--- src/rtl/fifo_fwft_param.sv ---
// First-word-fall-through FIFO with thresholds, sticky error flags and peak-occupancy tracking.
// Status and dout are combinational from registered state; a write refused while full is dropped and flagged.
module fifo_fwft_param #(
  parameter int WIDTH    = 8,
  parameter int DEPTH    = 8,
  parameter int AF_LEVEL = DEPTH - 1,
  parameter int AE_LEVEL = 1
) (
  input  logic                         clk,
  input  logic                         rst,
  input  logic                         flush,
  input  logic                         wr_en,
  input  logic [WIDTH-1:0]             din,
  input  logic                         rd_en,
  output logic [WIDTH-1:0]             dout,
  output logic                         full,
  output logic                         empty,
  output logic [$clog2(DEPTH+1)-1:0]   count,
  output logic                         almost_full,
  output logic                         almost_empty,
  output logic                         overflow,
  output logic                         underflow,
  input  logic                         err_clr,
  output logic [$clog2(DEPTH+1)-1:0]   peak
);

  localparam int AW = $clog2(DEPTH);
  localparam int CW = $clog2(DEPTH + 1);
  localparam logic [CW-1:0] DEPTH_C = CW'(DEPTH);
  localparam logic [CW-1:0] AF_C    = CW'(AF_LEVEL);
  localparam logic [CW-1:0] AE_C    = CW'(AE_LEVEL);

  logic [WIDTH-1:0] mem [DEPTH];
  logic [AW-1:0]    wptr;
  logic [AW-1:0]    rptr;
  logic [CW-1:0]    count_q;
  logic [CW-1:0]    nxt_count;
  logic             do_wr;
  logic             do_rd;

  assign count        = count_q;
  assign full         = (count_q == DEPTH_C);
  assign empty        = (count_q == '0);
  assign almost_full  = (count_q >= AF_C);
  assign almost_empty = (count_q <= AE_C);
  assign dout         = empty ? '0 : mem[rptr];

  // A read frees a slot in the same cycle, so a full FIFO can still accept a write alongside it.
  assign do_rd = rd_en & ~empty;
  assign do_wr = wr_en & (~full | do_rd);

  always_comb begin
    nxt_count = count_q;
    if (flush) begin
      nxt_count = '0;
    end else begin
      case ({do_wr, do_rd})
        2'b10:   nxt_count = count_q + CW'(1);
        2'b01:   nxt_count = count_q - CW'(1);
        default: nxt_count = count_q;
      endcase
    end
  end

  // Storage is deliberately not reset; count and pointers alone define validity.
  always_ff @(posedge clk) begin
    if (!rst && !flush && do_wr) begin
      mem[wptr] <= din;
    end
  end

  always_ff @(posedge clk) begin
    if (rst) begin
      wptr      <= '0;
      rptr      <= '0;
      count_q   <= '0;
      overflow  <= 1'b0;
      underflow <= 1'b0;
      peak      <= '0;
    end else begin
      if (flush) begin
        wptr <= '0;
        rptr <= '0;
      end else begin
        if (do_wr) wptr <= wptr + AW'(1);
        if (do_rd) rptr <= rptr + AW'(1);
      end
      count_q <= nxt_count;

      // New error events take precedence over a coincident clear.
      if (!flush && wr_en && !do_wr) begin
        overflow <= 1'b1;
      end else if (err_clr) begin
        overflow <= 1'b0;
      end
      if (!flush && rd_en && empty) begin
        underflow <= 1'b1;
      end else if (err_clr) begin
        underflow <= 1'b0;
      end

      if (err_clr) begin
        peak <= nxt_count;
      end else if (nxt_count > peak) begin
        peak <= nxt_count;
      end
    end
  end

endmodule

--- config.mk ---
export PLATFORM = sky130hd
export DESIGN_NAME = fifo_fwft_param
export DESIGN_NICKNAME = d
export VERILOG_FILES = /design/src/rtl/fifo_fwft_param.sv
export SDC_FILE = /design/constraint.sdc
export NUM_CORES = 1
export LEC_CHECK = 0
export ABC_AREA = 1
export CORE_AREA = 2 2 73 103
export CTS_CLUSTER_DIAMETER = 60
export DETAILED_ROUTE_END_ITERATION = 7
export DIE_AREA = 0 0 75 105
export DONT_BUFFER_PORTS = 1
export GPL_TIMING_DRIVEN = 0
export PLACE_DENSITY = 0.7
export RECOVER_POWER = 25
export SLEW_MARGIN = 10
export SYNTH_ARGS = -nofsm -noshare
export SYNTH_HDL_FRONTEND = slang
export SYNTH_SLANG_ARGS = --single-unit
--- constraint.sdc ---
create_clock -name clk -period 2.16 [get_ports clk]
set_input_delay 0.432 -clock clk [delete_from_list [all_inputs] [get_ports clk]]
set_output_delay 0.432 -clock clk [all_outputs]
set_load 0.02 [all_outputs]
==> results of run 1 <==
==> layer usage <==
metal / GRT usage / vias up
met5: 0 / -
met4: 0.0957 / 0
met3: 0.0550 / 12
met2: 0.332 / 68
met1: 0.233 / 1184
li1: - / 1239
==> placed cells by master (no fill, tap or decap), types with 6 or more instances in the layout <==
cell      netlist  routed
clkbuf_8        0       9
o21ai_2         0       8
inv_1          28      23
nor2_1         66      60
a21oi_1        11      10
o21ai_0        45      36
o22ai_1         9       9
dfxtp_1        19      13
a31oi_4         0       8
buf_4           0      19
nand3_1        14      13
nand2_1        31      28
edfxtp_1       64      64
nor2_2          1       6
==> layout make-up <==
cell class	instances	area share
Clock buffer	12	0.0361
Clock inverter	4	0.00577
Inverter	29	0.0263
Multi-Input combinational cell	216	0.321
Timing Repair Buffer	16	0.0277
Buffer	12	0.0216
Sequential cell	83	0.534
Tap cell	95	0.0274
==> through the flow <==
stage / TNS, ns / instances / setup WS (ns) / total power [mW]
final: -0.314 / 467 / -0.0752 / 3.41
after floorplan: 0 / 340 / 0.00674 / 2.17
after global placement: -3.52 / 435 / -0.175 / 2.24
after detailed placement: -7.03 / 435 / -0.228 / 2.25
after CTS: -1.19 / 459 / -0.0695 / 3.33
after global routing: -1.37 / 467 / -0.193 / 3.54
==> worst paths after layout <==
check | cells past startpoint | to | slack, ns
setup / recovery | 8 | dout[4] | -0.08
hold / removal | 0 | mem[7][2] | 0.17
setup reg to reg | 15 | peak[1] | -0.04
hold reg to reg | 2 | rptr[2] | 0.46
==> cells by family after synthesis <==
family          after synthesis  synth area share
compound gates               78             0.118
buf+inv                      41            0.0471
simple gates                127             0.162
flops                        83             0.637
xor+xnor                      2           0.00485
fa+ha+maj                     9            0.0312
==> sequential cells by signal, indices dropped and copies added (netlist names), named ones only <==
signal     cells
wptr           3
mem           64
rptr           3
underflow      1
peak           4
count          4
overflow       1
==> repair_timing <==
item,CTS,global route
buffers inserted,8,8
gates cloned,0,0
gates resized for setup,35,33
hold buffers,0,0
pin swaps,19,8
setup endpoints to repair,46,53
==> power groups by stage <==
stage | clock network [mW] | registers, mW | logic [mW]
floorplan | 0 | 1.85 | 0.320
global placement | 0 | 1.86 | 0.385
detailed placement | 0 | 1.86 | 0.395
CTS | 1.03 | 1.82 | 0.478
global route | 1.08 | 1.83 | 0.632
finish | 1.01 | 1.82 | 0.568
==> impl_metrics.json, run 1 <==
{
  "avgSynthCellArea_um2": 10.6,
  "fin_skew_ns": 0.0122,
  "grt_first_pass_wirelength_um": 11500,
  "cts.clk_slew.worst_paths_ns": 0.09,
  "ys_ff_latch": 83,
  "diodes": 0,
  "ys_warn_count": 0,
  "finalWorstSetupSlack_ns": -0.0752,
  "die-area_mm2": 0.00788,
  "yosysMostFrequentCell": "nor2_1",
  "tritoncts": "built",
  "num_vias": 2503,
  "die_w_um": 75,
  "route.met2.wl_um": 4220,
  "power_density_mw_per_mm2": 786,
  "synth-main-ff-cell": "edfxtp_1",
  "report.final.slew_viol_count": 0,
  "fillerInstances": 552,
  "die_y_um": 105,
  "hold_path.startpoint": "din[2]",
  "critPathCaptureType": "primary output",
  "start_util": 0.524,
  "synth_area_leaders": "edfxtp_1, dfxtp_1, nor2_1",
  "cp_slowest_stage_delay_ns": 0.44,
  "ctsRootBufferMaster": "clkbuf_8",
  "cp-start-kind": "register",
  "synth_top_area_share": 0.532,
  "fin_area_mm2": 0.00434,
  "worst_slew_pin_slew_ns": 0.783,
  "gp_congestion": 0.816,
  "multi_input_area_mm2": 0.00139,
  "synth_cell_types": 28,
  "routed_wl_um": 7780,
  "vias_per_cell": 5.36,
  "startpoint": "count[1]",
  "hold_slack_ns": 0.174,
  "nets": 390,
  "top_layer": "met4",
  "critPathMostFrequentCell": "buf_4",
  "layout-drive-gt1-share": 0.258,
  "ios": 36,
  "rsz0062_at_grt": "yes",
  "p_int_mw": 2.47,
  "crit_chain": "inv_4 > ha_4 > nand2_4 > buf_4 > buf_8 > buf_4 > o21ai_2 > a31oi_4",
  "hold_viol": 0,
  "slowest_stage": "dfxtp_4",
  "rr_startpoint": "count[1]",
  "cap_viol_max_count": 0,
  "cp_max_fo": 9,
  "seqPwrFrac": 0.535,
  "io_buffers": 0,
  "utilization": 0.629,
  "violations": "negative setup slack",
  "wl_met1_um": 3000,
  "syn2layout_area_growth_pct": 20.0,
  "pwr-share-comb": 0.167,
  "cts_buffers": 9,
  "core_area_mm2": 0.00689,
  "wl_met3_um": 407,
  "antenna_found_initial": 0,
  "synthTopCellsByCount": "nor2_1, edfxtp_1, o21ai_0, nand2_1, inv_1",
  "crit_family": "flip-flops",
  "synthesis.instances": 340,
  "overflow": 0,
  "placed_area_mm2": 0.00377,
  "synth_fp_nets": 363,
  "yosysSeqAreaShare": 0.637,
  "yosysTopAreaCell": "edfxtp_1",
  "regArea_mm2": 0.00232,
  "async_reset_ff_frac": 0,
  "power_leakage_nw": 1.55,
  "switching_share": 0.274,
  "cp.arrival_ns": 1.80,
  "grt_max_degree": 15,
  "clockPowerShare": 0.298,
  "clk_latency_ns": 0.34,
  "status": "finished with violations",
  "final_antenna_net_count": 0,
  "period_share": 1.03,
  "hold_path_class": "in -> reg",
  "cts_max_level": 3,
  "num_rows": 36,
  "clkSinkCount": 83,
  "required_ns": 1.73,
  "wl_per_cell_um": 16.7,
  "clk_path_buf_depth": 2,
  "p_switching_mw": 0.933,
  "vdd_drop_max_uv": 532,
  "dp_hpwl_um": 5070,
  "synth_area_mm2": 0.00361,
  "max_freq_ghz": 0.447,
  "first_pass_iters": 6,
  "critPathBufInv": 4,
  "synth-edff-count": 64,
  "relSlewSlack": 0.476,
  "drc": 0,
  "crit_type": "reg -> out",
  "min_period_ns": 2.24,
  "grt_pass1_vias": 2352,
  "grtUsageTotal": 0.201,
  "setup_violations": 7,
  "drt-initial-drc-count": 281
}
Note: power is estimated with default switching activity, not from simulation.
==> inputs of run 2 (changes only) <==
--- a/config.mk
+++ b/config.mk
@@ -6,14 +6,17 @@
 export NUM_CORES = 1
 export LEC_CHECK = 0
 export ABC_AREA = 1
-export CORE_AREA = 2 2 73 103
+export CELL_PAD_IN_SITES_DETAIL_PLACEMENT = 1
+export CELL_PAD_IN_SITES_GLOBAL_PLACEMENT = 2
+export CORE_AREA = 2 2 87 122
 export CTS_CLUSTER_DIAMETER = 60
 export DETAILED_ROUTE_END_ITERATION = 7
-export DIE_AREA = 0 0 75 105
+export DIE_AREA = 0 0 89 124
 export DONT_BUFFER_PORTS = 1
 export GPL_TIMING_DRIVEN = 0
-export PLACE_DENSITY = 0.7
+export PLACE_DENSITY_LB_ADDON = 0.1
 export RECOVER_POWER = 25
+export SKIP_LAST_GASP = 1
 export SLEW_MARGIN = 10
 export SYNTH_ARGS = -nofsm -noshare
 export SYNTH_HDL_FRONTEND = slang
==> impl_metrics.json, run 2 (same netlist as run 1, synthesis figures left out) <==
{
  "status": "finished with violations",
  "violations": "negative setup slack",
  "grt_pass1_vias": 2702,
  "gp_congestion": 0.769,
  "clk_latency_ns": 0.33,
  "cp.arrival_ns": 2.49,
  "hold_path_class": "in -> reg",
  "die_w_um": 89,
  "largest_reg_flops": 64,
  "cts_max_level": 3,
  "mostFrequentLayoutCells": "edfxtp_1, nor2_1, o21ai_0",
  "core_area_mm2": 0.00990,
  "start_util": 0.365,
  "vdd_drop_max_uv": 436,
  "required_ns": 2.38,
  "ctsRootBufferMaster": "clkbuf_16",
  "dp_hpwl_um": 6340,
  "crit_chain": "inv_4 > ha_4 > nand2_4 > nand3_4 > or2_0 > nand3_1 > nand2_2 > inv_2 > ha_4 > a21oi_2 > o21ai_1 > nand2_1 > nand2_4 > o21bai_1 > a21oi_1",
  "rsz0062_at_grt": "yes",
  "placed_area_mm2": 0.00382,
  "cp-start-kind": "register",
  "hold_viol": 0,
  "r2r-end": "peak[3]",
  "cp_slowest_stage_delay_ns": 0.45,
  "max_freq_ghz": 0.441,
  "grt_first_pass_wirelength_um": 13900,
  "rr_startpoint": "count[0]",
  "fin_skew_ns": 0.00561,
  "nets": 384,
  "reg2reg_slack_ns": -0.11,
  "num_rows": 43,
  "num_vias": 2545,
  "io_buffers": 0,
  "vias_per_cell": 5.08,
  "antenna_found_initial": 0,
  "tritoncts": "built",
  "crit_type": "reg -> reg",
  "cap_viol_max_count": 0,
  "critPathBufInv": 2,
  "hold_buffers": 0,
  "finalWorstSetupSlack_ns": -0.106,
  "tns_ns": -0.818,
  "power_mw": 3.85,
  "power_density_mw_per_mm2": 872,
  "slowest_stage": "dfxtp_4",
  "critPathCapture": "peak[3]",
  "worst-path-stages": 15,
  "worst_slew_pin_slew_ns": 0.567,
  "grtUsageTotal": 0.174,
  "first_pass_iters": 4,
  "routed_wl_um": 9000,
  "report.final.slew_viol_count": 0,
  "ios": 36,
  "clk_path_buf_depth": 2,
  "fin_area_mm2": 0.00441,
  "wl_per_cell_um": 18.0,
  "cts_buffers": 9,
  "power_leakage_nw": 1.58,
  "largest_register": "mem",
  "diodes": 0,
  "die_y_um": 124,
  "startpoint": "count[0]",
  "utilization": 0.446,
  "min_period_ns": 2.27,
  "clkSinkCount": 83,
  "reg2regPathDepth": 15,
  "grt_max_degree": 15,
  "relSlewSlack": 0.620,
  "final_antenna_net_count": 0,
  "layout-drive-gt1-share": 0.235,
  "cts.clk_slew.worst_paths_ns": 0.06,
  "drc": 0,
  "die-area_mm2": 0.0110,
  "syn2layout_area_growth_pct": 22.2,
  "final_common_cell": "edfxtp_1",
  "period_share": 1.05,
  "overflow": 0,
  "crit_family": "simple AND/OR/NAND/NOR gates",
  "critPathCaptureType": "register",
  "setup_violations": 11,
  "drt-initial-drc-count": 81,
  "cp_max_fo": 8
}
## run 2: cell count changes in the layout (fill, tap and decap cells not counted), moves of 4 or more
| cell | before | now |
|---|---|---|
| o21ai_2 | 8 | 0 |
| buf_4 | 19 | 12 |
| o21ai_0 | 36 | 42 |
| nor2_4 | 3 | 7 |
| clkbuf_16 | 1 | 11 |
| clkbuf_8 | 9 | 0 |
| a31oi_4 | 8 | 2 |
| a31oi_2 | 0 | 6 |
## run 2: report_power, final
part	total, mW	switching (mW)	internal (mW)	leakage, nW
combinational	0.517	0.323	0.193	0.697
clock	1.50	0.584	0.919	0.150
sequential	1.83	0.0734	1.76	0.734
total	3.85	0.981	2.87	1.58
## run 2: repair_timing
action	in CTS	in global routing
setup buffers	9	1
resized for setup	34	21
pin swaps	15	12
endpoints found under the setup margin	70	52
## run 2: final cells by class
type	count	area, um2
plain buffers	12	87.6
repair buffers	10	78.8
clock buffers	13	283
multi-input cells	216	1350
clock inverters	3	18.8
flip-flops and latches	83	2310
inverters	29	114
fillers	1101	5490
well taps	135	169
## run 2: worst min path at each step
stage	slack (ns)	cells after the start	start	end
4_1_cts	0.18	0	din[1]	mem[2][1]
2_1_floorplan	0.43	2	rptr[2]	register
3_5_place_dp	0.46	2	rptr[2]	rptr[2]
5_1_grt	0.18	0	din[5]	mem[0][5]
3_3_place_gp	0.45	2	rptr[2]	rptr[2]
6_report	0.19	0	din[5]	mem[0][5]
## run 2: through the flow
step | worst slack, ns | std cells | hold WS [ns]
after floorplan | 0.00674 | 340 | 0.433
after global placement | -0.307 | 475 | 0.446
after detailed placement | -0.360 | 475 | 0.457
after CTS | -0.184 | 500 | 0.183
after global routing | -0.277 | 501 | 0.180
final | -0.106 | 501 | 0.194
## run 2: per-layer routing
layer | GRT usage | share of wire | up-vias
met5 | 0 | 0 | -
met4 | 0.0756 | 0.022 | 0
met3 | 0.0384 | 0.038 | 16
met2 | 0.332 | 0.56 | 53
met1 | 0.178 | 0.38 | 1249
li1 | - | - | 1227
==> inputs of run 3 (changes only) <==
--- a/config.mk
+++ b/config.mk
@@ -5,13 +5,12 @@
 export SDC_FILE = /design/constraint.sdc
 export NUM_CORES = 1
 export LEC_CHECK = 0
-export ABC_AREA = 1
 export CELL_PAD_IN_SITES_DETAIL_PLACEMENT = 1
 export CELL_PAD_IN_SITES_GLOBAL_PLACEMENT = 2
-export CORE_AREA = 2 2 87 122
+export CORE_AREA = 2 2 84 118
 export CTS_CLUSTER_DIAMETER = 60
 export DETAILED_ROUTE_END_ITERATION = 7
-export DIE_AREA = 0 0 89 124
+export DIE_AREA = 0 0 86 120
 export DONT_BUFFER_PORTS = 1
 export GPL_TIMING_DRIVEN = 0
 export PLACE_DENSITY_LB_ADDON = 0.1
==> constraint.sdc (replaced) <==
create_clock -name clk -period 2.16 [get_ports clk]
set_input_delay 0.432 -clock clk [delete_from_list [all_inputs] [get_ports clk]]
set_output_delay 0.432 -clock clk [all_outputs]
set_load 0.05 [all_outputs]
==> impl_metrics.json, run 3 <==
{
  "status": "finished with violations",
  "violations": "negative setup slack",
  "yosysSeqAreaShare": 0.638,
  "cp.arrival_ns": 3.03,
  "period_share": 1.29,
  "reg2reg_slack_ns": -0.63,
  "cts.clk_slew.worst_paths_ns": 0.06,
  "grt_max_degree": 15,
  "wl_per_cell_um": 21.0,
  "worst_slew_pin_slew_ns": 0.756,
  "rr_startpoint": "count[0]",
  "num_vias": 2169,
  "fillerInstances": 909,
  "drt-initial-drc-count": 101,
  "vdd_drop_max_uv": 372,
  "cts_max_level": 3,
  "cts_buffers": 9,
  "start_util": 0.388,
  "num_rows": 42,
  "critPathCapture": "peak[0]",
  "dp_hpwl_um": 5520,
  "hold_viol": 0,
  "die_w_um": 86,
  "power_mw": 3.94,
  "ios": 36,
  "grt_pass1_vias": 2372,
  "antenna_found_initial": 0,
  "io_buffers": 0,
  "p_switching_mw": 1.02,
  "mostFrequentLayoutCells": "edfxtp_1, mux4_2, nor2_4",
  "synthTopCellsByCount": "edfxtp_1, nor2_1, dfxtp_1, mux4_2, inv_1",
  "power_leakage_nw": 1.56,
  "pwr-share-comb": 0.163,
  "vias_per_cell": 5.42,
  "yosysMostFrequentCell": "edfxtp_1",
  "synth_top_area_share": 0.533,
  "ys_warn_count": 0,
  "yosysTopAreaCell": "edfxtp_1",
  "ctsRootBufferMaster": "clkbuf_16",
  "clk_path_buf_depth": 2,
  "power_density_mw_per_mm2": 826,
  "die-area_mm2": 0.0103,
  "grt_first_pass_wirelength_um": 13200,
  "first_pass_iters": 4,
  "final_antenna_net_count": 0,
  "setup_violations": 14,
  "cp_max_fo": 7,
  "seqPwrFrac": 0.460,
  "slowest_stage": "dfxtp_4",
  "report.final.slew_viol_count": 0,
  "clk_latency_ns": 0.33,
  "synth_area_leaders": "edfxtp_1, dfxtp_1, mux4_2",
  "die_y_um": 120,
  "ys_ff_latch": 83,
  "relSlewSlack": 0.496,
  "synth-edff-count": 64,
  "startpoint": "count[0]",
  "synth_area_mm2": 0.00361,
  "diodes": 0,
  "drc": 0,
  "core_area_mm2": 0.00930,
  "worst-path-stages": 12,
  "crit_chain": "inv_4 > ha_4 > or3b_1 > buf_6 > o31ai_4 > a311o_1 > inv_2 > ha_4 > o21ai_2 > o2bb2ai_2 > or3_4 > o41ai_2",
  "hold_path_class": "in -> reg",
  "crit_family": "compound AO/OA/AOI/OAI gates",
  "syn2layout_area_growth_pct": 32.2,
  "grtUsageTotal": 0.177,
  "async_reset_ff_frac": 0,
  "finalWorstSetupSlack_ns": -0.630,
  "cp-start-kind": "register",
  "cap_viol_max_count": 0,
  "synth-main-ff-cell": "edfxtp_1",
  "critPathBufInv": 3,
  "critPathMostFrequentCell": "ha_4",
  "synth_fp_nets": 273,
  "synthesis.instances": 250,
  "overflow": 0,
  "critPathCaptureType": "register",
  "required_ns": 2.40,
  "clkSinkCount": 83,
  "nets": 308,
  "routed_wl_um": 8400,
  "hold_buffers": 0,
  "gp_congestion": 0.730,
  "reg2regPathDepth": 12,
  "clockPowerShare": 0.377,
  "largest_register": "mem",
  "synth_cell_types": 44,
  "r2r-end": "peak[0]",
  "fin_skew_ns": 0.00660,
  "cp_slowest_stage_delay_ns": 0.43,
  "layout-drive-gt1-share": 0.421,
  "max_freq_ghz": 0.358,
  "p_int_mw": 2.92,
  "crit_type": "reg -> reg",
  "tritoncts": "built",
  "largest_reg_flops": 64,
  "avgSynthCellArea_um2": 14.4,
  "utilization": 0.513,
  "final_common_cell": "edfxtp_1",
  "min_period_ns": 2.79,
  "switching_share": 0.258,
  "rsz0062_at_grt": "yes"
}
[run 3: cell count changes after synthesis, sizes merged, moves of 5 or more]
cell / before / now
a31oi: 8 / 0
o21ai: 45 / 5
nor2: 69 / 29
nand2: 35 / 9
a21oi: 12 / 4
inv: 29 / 13
nor3: 0 / 7
nand3: 18 / 6
o22ai: 9 / 2
mux2i: 0 / 9
mux4: 0 / 16
nand2b: 0 / 5
[run 3: worst min path at each step]
stage | from | to | slack [ns] | cells past startpoint
after floorplan | rptr[1] | register | 0.45 | 2
after global placement | rptr[1] | rptr[1] | 0.47 | 2
after detailed placement | rptr[1] | register | 0.48 | 2
after CTS | din[7] | mem[7][7] | 0.18 | 0
after global routing | din[6] | mem[2][6] | 0.17 | 0
final | din[6] | mem[2][6] | 0.19 | 0
[run 3: worst register-to-register path, delay by kind of cell (launching register included)]
kind / cells / cell delay, ns
AO/OA/AOI/OAI: 5 / 0.81
AND/OR/NAND/NOR: 2 / 0.71
flip-flops: 1 / 0.43
adder cells (fa/ha/maj): 2 / 0.42
buffers and inverters: 3 / 0.33
[run 3: power by group through the flow]
stage	Sequential, mW	Clock, mW	Combinational, mW
2_1_floorplan	1.84	0	0.368
3_3_place_gp	1.85	0	0.441
3_5_place_dp	1.84	0	0.443
4_1_cts	1.81	1.53	0.619
5_1_grt	1.82	1.60	0.691
6_report	1.81	1.48	0.643
[run 3: final cells by class]
type,count,area [um2],share of cell area
flip-flops and latches,83,2310,0.485
multi-input cells,142,1560,0.327
repair buffers,25,307,0.0643
clock buffers,10,229,0.0480
well taps,110,138,0.0289
plain buffers,11,97.6,0.0205
clock inverters,6,65.1,0.0136
inverters,13,61.3,0.0129
[run 3: stage by stage]
| step | hold slack (ns) | setup slack, ns | TNS [ns] | area, um2 | std cells |
|---|---|---|---|---|---|
| final | 0.193 | -0.630 | -4.92 | 4770 | 400 |
| after global routing | 0.171 | -0.724 | -5.99 | 4770 | 400 |
| after floorplan | 0.454 | -0.492 | -1.77 | 3730 | 250 |
| after CTS | 0.180 | -0.659 | -5.14 | 4700 | 398 |
| after detailed placement | 0.483 | -0.908 | -26.82 | 3880 | 361 |
| after global placement | 0.468 | -0.916 | -34.39 | 3870 | 360 |
[run 3: metal layers]
layer	GRT usage	wire (um)	vias up
met4	0.0595	90	0
met3	0.0488	363	6
met2	0.317	4780	41
li1	-	-	1023
met1	0.199	3170	1099
met5	0	0	-
[run 3: repair_timing]
item	4_1_cts	5_1_grt
pin swaps	25	8
resized for setup	62	8
endpoints found under the setup margin	71	14
buffers inserted	22	3
cloned	1	0
[run 3: kinds of logic after synthesis]
family / count (synthesis) / share of synthesized area
muxes: 25 / 0.125
adders and majority gates: 9 / 0.0312
and+or+nand+nor: 76 / 0.109
AOI/OAI and AO/OA: 28 / 0.0586
DFF: 83 / 0.638
xor gates and xnor gates: 4 / 0.00971
buffers and inverters: 25 / 0.0281
